--- src/rtl/clk_branch_seq.sv ---
// rtl/clk_branch_seq.sv - staggered thermometer enable sequencer for a bank of gated clock branches
// Optional test/scan bypass input byp is added when CLK_BRANCH_SEQ_BYPASS_EN is defined.
module clk_branch_seq #(
   parameter  int NBR     = 4,
   parameter  int STAGGER = 4,
   parameter  int TW      = 8,
   localparam int LW      = $clog2(NBR + 1)
) (
   input  logic           clk,
   input  logic           rst,
   input  logic           req,
`ifdef CLK_BRANCH_SEQ_BYPASS_EN
   input  logic           byp,
`endif
   output logic [NBR-1:0] en,
   output logic [LW-1:0]  lvl,
   output logic           ack,
   output logic           busy
);

   localparam logic [LW-1:0] LVL_MAX = LW'(NBR);
   localparam logic [TW-1:0] RELOAD  = TW'(STAGGER - 1);

   logic [LW-1:0]  seq_lvl, seq_lvl_nx;
   logic [TW-1:0]  timer, timer_nx;
   logic [NBR-1:0] en_nx;
   logic [LW-1:0]  lvl_nx;
   logic           ack_nx;
   logic           byp_i;

`ifdef CLK_BRANCH_SEQ_BYPASS_EN
   assign byp_i = byp;
`else
   assign byp_i = 1'b0;
`endif

   always_ff @(posedge clk) begin
      if (rst) begin
         seq_lvl <= '0;
         timer   <= '0;
         en      <= '0;
         lvl     <= '0;
         ack     <= 1'b0;
      end else begin
         seq_lvl <= seq_lvl_nx;
         timer   <= timer_nx;
         en      <= en_nx;
         lvl     <= lvl_nx;
         ack     <= ack_nx;
      end
   end

   // Outputs are a registered decode of seq_lvl, so they trail it by one cycle.
   always_comb begin
      seq_lvl_nx = seq_lvl;
      timer_nx   = timer;
      if (timer != '0) begin
         timer_nx = timer - TW'(1);
      end else if (req && (seq_lvl != LVL_MAX)) begin
         seq_lvl_nx = seq_lvl + LW'(1);
         timer_nx   = RELOAD;
      end else if (!req && (seq_lvl != '0)) begin
         seq_lvl_nx = seq_lvl - LW'(1);
         timer_nx   = RELOAD;
      end

      for (int i = 0; i < NBR; i++) begin
         en_nx[i] = (LW'(i) < seq_lvl);
      end
      lvl_nx = seq_lvl;
      ack_nx = (seq_lvl == LVL_MAX);

      // Bypass forces fully on immediately; the reloaded timer spaces the first step down.
      if (byp_i) begin
         seq_lvl_nx = LVL_MAX;
         timer_nx   = RELOAD;
         en_nx      = '1;
         lvl_nx     = LVL_MAX;
         ack_nx     = 1'b1;
      end
   end

   always_comb begin
      busy = req ? (lvl != LVL_MAX) : (lvl != '0);
   end

endmodule
--- config.mk ---
export PLATFORM = sky130hd
export DESIGN_NAME = clk_branch_seq
export DESIGN_NICKNAME = d
export VERILOG_FILES = /design/src/rtl/clk_branch_seq.sv
export SDC_FILE = /design/constraint.sdc
export NUM_CORES = 1
export LEC_CHECK = 0
export CAP_MARGIN = 20
export CELL_PAD_IN_SITES_DETAIL_PLACEMENT = 0
export CELL_PAD_IN_SITES_GLOBAL_PLACEMENT = 1
export CORE_MARGIN = 5
export CORE_UTILIZATION = 25
export DETAILED_ROUTE_END_ITERATION = 6
export PLACE_DENSITY_LB_ADDON = 0.1
export RECOVER_POWER = 25
export SLEW_MARGIN = 40
export SYNTH_ARGS = -nofsm -noshare
export SYNTH_HDL_FRONTEND = slang
export SYNTH_SLANG_ARGS = --single-unit
--- constraint.sdc ---
create_clock -name clk -period 2.69 [get_ports clk]
set_input_delay 0.269 -clock clk [delete_from_list [all_inputs] [get_ports clk]]
set_output_delay 0.269 -clock clk [all_outputs]
set_load 0.02 [all_outputs]
* Yosys cells after proc, flatten, opt, wreduce, memory -nomap -nowiden
Cells that the tools add are included.
** Cells by class
- Muxes and demuxes :: 6
- Reduce and logical (&&, ||, !) cells :: 9
- Bitwise gates (word level) :: 1
- Div/mod/pow operators :: 0
- Shifts and indexed selects :: 0
- Magnitude comparators :: 4
- Eq/ne operators :: 3
- $add $sub $neg :: 3
- $mul :: 0
** Operators with widths (count)
- $mux W8 :: 3
- $reduce_bool A3 Y1 :: 3
- $reduce_bool A8 Y1 :: 1
- $sub A8 B1 Y8 const B :: 1
- $lt A1 B3 Y1 const A :: 2
- $lt A2 B3 Y1 const A :: 2
- $mux W3 :: 2
- $ne A3 B3 Y1 const B :: 2
- $add A3 B1 Y3 const B :: 1
- $eq A3 B3 Y1 const B :: 1
- $sub A3 B1 Y3 const B :: 1
- $logic_and A1 B1 Y1 :: 2
- $reduce_and A2 Y1 :: 1
- $reduce_bool A2 Y1 :: 1
- $logic_not A1 Y1 :: 1
- $mux W1 :: 1
- $not A1 Y1 :: 1
** Word-level totals
- Bits in writable memories :: 0
- Memory bits (read-only) :: 0
- Memories kept :: 0
- Word-level logic and storage cells :: 31
- Output and inout bits :: 9
- Register bits :: 19
- Bits in latches :: 0

* Longest topological paths before layout
Gate-level depths: netlist of run 1.
- Depth after elaboration :: 5
- Depth in mapped cells :: 6
- Gate-level depth less buffers :: 6

* Least setup slack after synthesis of run 1
OpenSTA, ideal clock, no wires.
- Path type :: flip-flop to flip-flop
- Start :: register timer[3]
- End :: register seq_lvl[2] (netlist: lvl_nx[2])
- Data arrival time :: 1741 ps
- Setup slack :: 828 ps
- Period minus slack after synthesis :: 1862 ps
- Stages on the path, launching flop included :: 5
- Path through :: dfxtp_1 > or4_4 > a2111oi_4 > nand2_2 > mux2_4
** Between the ends
- Longest elaborated chain between the ends :: 3
** Ends and longest elaborated chain
- start, declared :: RTL line 25 : logic [TW-1:0] timer, timer_nx;
- start signal, assigned :: RTL line 46 : timer <= timer_nx;
- $reduce_bool A8 Y1 :: RTL line 57 : if (timer != '0) begin
- $not A1 Y1 (no source line)
- $reduce_and A2 Y1 (no source line)
- end signal, assigned :: RTL line 45 : seq_lvl <= seq_lvl_nx;
- end, declared :: RTL line 24 : logic [LW-1:0] seq_lvl, seq_lvl_nx;
No other way between the ends.
A chain may end at the register's enable or synchronous reset.

* Final worst setup path of run 1
Same ends and word-level chain as after synthesis.

==> results of run 1 <==
## synthesized netlist by cell type (2+ instances only)
cell type  number
a211oi_1        2
a21oi_1         4
clkbuf_1        2
dfxtp_1        18
ha_1            5
inv_1           6
mux2i_1         2
nand2_1         4
nor2_1         13
nor2b_1         2
nor3_1          5
xnor2_1         4
xor2_1          2
## kinds of logic after synthesis
kind of cell | Yosys count | share of synthesized area
multiplexers | 4 | 0.0555
flip-flops | 18 | 0.432
AND/OR/NAND/NOR | 32 | 0.193
adder cells (fa/ha/maj) | 5 | 0.0750
XOR/XNOR | 6 | 0.0630
buffers and inverters | 9 | 0.0450
AO/OA/AOI/OAI | 14 | 0.136
## worst register-to-register path, cell delays in order (launching register included)
cell and delay [ns]:
dfxtp_1 0.37, or4_1 0.66, a2111oi_4 0.56, nand2_2 0.09, mux2_4 0.31
## metal layers
metal	share of wire	global-route usage	vias to the layer above	wire, um
met5	0	0	-	0
met4	0.0086	0.0298	0	14
met3	0.059	0.0366	2	97
met2	0.50	0.148	12	818
met1	0.43	0.0888	294	705
li1	-	-	325	-
## final cells by class
class	count	area, sq um	share of cell area
inverter	6	22.5	0.0221
timing repair buffer	11	110	0.108
tap	46	57.6	0.0564
sequential	18	360	0.353
clock buffer	4	36.3	0.0356
multi-input combinational	61	433	0.425
## power breakdown
part	total, uW	internal (uW)	leakage, uW	switching (uW)
clock	173	82.4	0.0000210	90.8
combinational	710	327	0.000227	384
sequential	461	367	0.000147	94.0
## state kept, by name, summed over array words and instances (netlist names)
| name | flops |
|---|---|
| timer | 8 |
| en | 4 |
| lvl_nx | 3 |
| lvl | 2 |
| ack | 1 |
## final timing paths
kind / start / to / slack [ns] / cells after the start
hold / removal: timer[0] / timer[0] / 0.52 / 2
setup / recovery: timer[3] / lvl_nx[2] / 0.62 / 4
setup reg to reg: timer[3] / lvl_nx[2] / 0.62 / 4
hold reg to reg: timer[0] / timer[0] / 0.52 / 2
## metrics by stage
step,utilization,power (uW),hold WS [ns],instances
after floorplan,-,1010,0.347,88
after global placement,0.301,1210,0.500,142
after detailed placement,0.301,1190,0.501,142
after CTS,0.312,1380,0.521,146
after global routing,0.310,1470,0.554,146
final,0.310,1340,0.523,146
==> results.md, run 1 <==
* Status: finished clean
* Clock buffer depth at 2
* Worst Tran Pin Value at 0.639 ns
* Nets at 109
* RePlAce Congestion at 0.725
* Syn_nets at 96
* Post-CTS resize count at 0
* H-tree levels at 1
* Die area at 4590 sq um
* CP max-delay cell: or4_1
* Crit start category: flip-flop
* Register area share after synthesis at 0.432
* Setup TNS at 0 ns
* Die extent in y at 67.8 um
* Buf+Inv Stages, Crit Path at 0
* Post-place setup slack at 0.651 ns
* Core Region at 3280 sq um
* Max IR drop VDD at 610 uV
* Worst rel slew slack at 0.571
* Residual DRC at 0
* Leakage power at 0.000395 uW
* Commonest non-fill, non-tap cell in the layout: dfxtp_1
* IO Count at 12
* Final setup viols at 0
* DR iter-0 viols at 25
* Largest net degree at the start of global routing at 16
* PD cells at 1320 nW/um^2
* Maximum clock frequency at 483 MHz
* Synth cell types at 32
* Count of warnings emitted by yosys at 0
* Post-synth top area share at 0.432
* Dpl hpwl at 1.18 mm
* Fraction of layout cells with a size suffix above 1 at 0.0800
* WP data required at 2.89 ns
* Share of flip-flops with an asynchronous set or reset at 0
* Wire per inst at 11.2 um
* Crit path cell chain: or4_1, a2111oi_4, nand2_2, mux2_4
* DP Area at 987 sq um
* RSZ-0062 raised after global routing: false
* CTS root buf: clkbuf_4
* CTS tree: done
* #FFs+latches synth at 18
* Vias in the first global route at 621
* Tcrit/Tclk final at 0.770
* Clk_lat worst skew at 0.30 ns
* CTS Hold Bufs at 0
* Crit path max-delay family: simple AND/OR/NAND/NOR gates
* Post-CTS setup buffers at 0
* Starting Density at 0.254
* Area leader, netlist: dfxtp_1
* Via count at 633
* First-pass GRT wire length at 2.84 mm
* Hold Crit Class: flip-flop to flip-flop
* Die X at 67.8 um
* Via density at 4.34
* Setup Skew at 0.00721 ns
* Ant. Diodes at 0
* Clk sink count at 18
* Largest cells by area after synthesis: dfxtp_1 43%, ha_1 7.5%, nor2_1 5.8%, xnor2_1 4.2%, a2111oi_4 3.3%
* Critical-path maximum fanout at 5
* DR pass1 iterations at 4
* Most used DFF post-synth: dfxtp_1
* Reg clk slew, reported paths at 0.12 ns
* Slew Limit Fails at 0
* Grt total ovfl at 0
* Crit. End Element: flip-flop
* CP Class: flip-flop to flip-flop
* Max-capacitance violation count at 0
* Area Growth Syn to Fin at 22.2%
* Fill count at 341
* Syn_area_per_cell at 9.48 sq um
* Port bufs at 11
* Cells after synthesis at 88
* Final wirelength at 1.64 mm
* Initial antenna violation count at 0
* Cell area after synthesis at 835 sq um
* Final Hold Fails at 0
* GRT Util Overall at 0.0842
* Worst path max stage delay at 0.66 ns
* Site row count at 21
* Critical Path AT at 2.27 ns
* EDFF count, synth at 0
* Final setup margin at 0.618 ns
* Minimum clock period at 2.07 ns
* Fin area at 1020 sq um
* Detail Route Antenna Nets at 0
* Commonest cells after routing, fill and taps aside: 18 x dfxtp_1, 13 x nor2_1, 10 x clkdlybuf4s50_1
* CTS Buf Count at 3
Note: power is estimated with default switching activity, not from simulation.
==> run 2, diff against run 1 <==
- clock period: 2.69 -> 2 ns (I/O delays scaled with it)
==> run 2 against run 1 <==
Effect of this change:
- clock skew is 0.0032 ns higher
- non-clock buffer count is 8 higher
- die area stayed put
- critical endpoint is now busy
==> results.md, run 2 (synthesis gave the netlist of run 1 again) <==
* Max IR drop VDD at 517 uV (was 610 uV)
* Residual DRC at 0 (unchanged)
* Via density at 4.21 (was 4.34)
* Largest net degree at the start of global routing at 11 (was 16)
* Reg clk slew, reported paths at 0.11 ns (was 0.12 ns)
* Final setup margin at 0.126 ns (was 0.618 ns)
* Ant. Diodes at 0 (unchanged)
* Detail Route Antenna Nets at 0 (unchanged)
* Final setup viols at 0 (unchanged)
* Most flops, register: timer (unchanged)
* Die X at 67.8 um (unchanged)
* DR iter-0 viols at 20 (was 25)
* CTS Hold Bufs at 0 (unchanged)
* Setup TNS at 0 ns (unchanged)
* Area Growth Syn to Fin at 28.9% (was 22.2%)
* Maximum clock frequency at 534 MHz
* Sequential cell area at 360 sq um (unchanged)
* WP data required at 1.80 ns (was 2.89 ns)
* Critical-path maximum fanout at 3 (was 5)
* Commonest cells after routing, fill and taps aside: 18 x dfxtp_1, 13 x nor2_1, 11 x clkdlybuf4s50_1 (was 18 x dfxtp_1, 13 x nor2_1, 10 x clkdlybuf4s50_1)
* Crit. End Element: output port (was flip-flop)
* Site row count at 21 (unchanged)
* Nets at 117 (was 109)
* Status: finished clean (unchanged)
* Worst Tran Pin Value at 0.428 ns (was 0.639 ns)
* Sw Pwr at 768 uW (was 568 uW)
* DR pass1 iterations at 2 (was 4)
* Leakage power at 0.000427 uW (was 0.000395 uW)
* Die extent in y at 67.8 um (unchanged)
* Switching Share at 0.405 (was 0.423)
* Setup Skew at 0.0104 ns (was 0.00721 ns)
* Fraction of layout cells with a size suffix above 1 at 0.139 (was 0.0800)
* IO Count at 12 (unchanged)
* Worst rel slew slack at 0.712 (was 0.571)
* RSZ-0062 raised after global routing: false (unchanged)
* Commonest non-fill, non-tap cell in the layout: dfxtp_1 (unchanged)
* Via count at 648 (was 633)
* Dpl hpwl at 1.28 mm (was 1.18 mm)
* CTS root buf: clkbuf_4 (unchanged)
* Clock buffer depth at 2 (unchanged)
* Initial antenna violation count at 0 (unchanged)
* GRT Util Overall at 0.0834 (was 0.0842)
* RePlAce Congestion at 0.763 (was 0.725)
* Area of the multi-input gates at 437 sq um (was 433 sq um)
* Tcrit/Tclk final at 0.937
* CP Class: primary input to output port (was flip-flop to flip-flop)
* Final Hold Fails at 0 (unchanged)
* Clock network fraction of total power at 0.118 (was 0.129)
* Slew Limit Fails at 0 (unchanged)
* Port bufs at 11 (unchanged)
* CTS Buf Count at 3 (unchanged)
* Worst Hold Slack at 0.517 ns (was 0.523 ns)
* Final wirelength at 1.67 mm (was 1.64 mm)
* Cell Int Power at 1130 uW (was 776 uW)
* PD cells at 1770 nW/um^2 (was 1320 nW/um^2)
* Fill count at 358 (was 341)
* Reg power frac at 0.321 (was 0.343)
* CTS tree: done (unchanged)
* First-pass GRT wire length at 2.84 mm (unchanged)
* Core Region at 3280 sq um (unchanged)
* Comb pwr share at 0.561 (was 0.528)
* Hold Crit Class: flip-flop to flip-flop (unchanged)
* Post-CTS resize count at 0 (unchanged)
* Die area at 4590 sq um (unchanged)
* Minimum clock period at 1.87 ns
* Post-place setup slack at 0.112 ns (was 0.651 ns)
* Grt total ovfl at 0 (unchanged)
* H-tree levels at 1 (unchanged)
* Crit start category: primary input (was flip-flop)
* Vias in the first global route at 644 (was 621)
* Max reg flops at 8 (unchanged)
* Clk sink count at 18 (unchanged)
* Wire per inst at 10.8 um (was 11.2 um)
* Post-CTS setup buffers at 0 (unchanged)
* Starting Density at 0.254 (unchanged)
* Max-capacitance violation count at 0 (unchanged)
* Critical Path AT at 1.67 ns (was 2.27 ns)
* Clk_lat worst skew at 0.29 ns (was 0.30 ns)
==> run 2: changes by cell type in the layout (fill, tap and decap cells not counted) <==
cell / before / now
clkdlybuf4s50_1: 10 / 11
clkbuf_1: 0 / 2
buf_4: 0 / 6
or4_4: 0 / 1
or4_1: 1 / 0
dlygate4sd3_1: 1 / 0
==> run 2: layout make-up <==
type | instances | share of cell area
Multi-Input combinational cell | 61 | 0.406
Sequential cell | 18 | 0.335
Timing Repair Buffer | 19 | 0.151
Tap cell | 46 | 0.0535
Clock buffer | 4 | 0.0337
Inverter | 6 | 0.0209
==> run 2: path summary, 6_finish.rpt <==
path              startpoint   endpoint  slack, ns  depth (start not counted)
setup / recovery         req       busy       0.13                          4
hold / removal      timer[2]   timer[2]       0.52                          2
setup reg to reg    timer[4]  lvl_nx[1]       0.18                          5
hold reg to reg     timer[2]   timer[2]       0.52                          2
==> run 2: power groups by stage <==
stage / Sequential, uW / Clock [uW] / Combinational (uW)
after floorplan: 631 / 0 / 733
after global placement: 619 / 0 / 1110
after detailed placement: 617 / 0 / 1090
after CTS: 611 / 241 / 1100
after global routing: 629 / 257 / 1200
final: 610 / 225 / 1060
==> run 2: stage by stage <==
step	instances	cell area [sq um]	total power, uW	utilization
finish	154	1080	1900	0.328
detailed placement	150	1050	1710	0.319
CTS	154	1080	1950	0.330
global placement	150	1050	1730	0.319
floorplan	88	835	1360	-
global route	154	1080	2090	0.328
==> run 2: per-layer routing <==
layer | routed length [um] | vias to the layer above | track usage
li1 | - | 340 | -
met1 | 756 | 294 | 0.0944
met2 | 801 | 10 | 0.139
met3 | 76 | 4 | 0.0216
met4 | 33 | 0 | 0.0521
met5 | 0 | - | 0
==> run 2: critical path: stages <==
cell	delay (ns)
clkdlybuf4s50_1	0.46
xor2_1	0.17
or3_1	0.30
clkdlybuf4s50_1	0.54
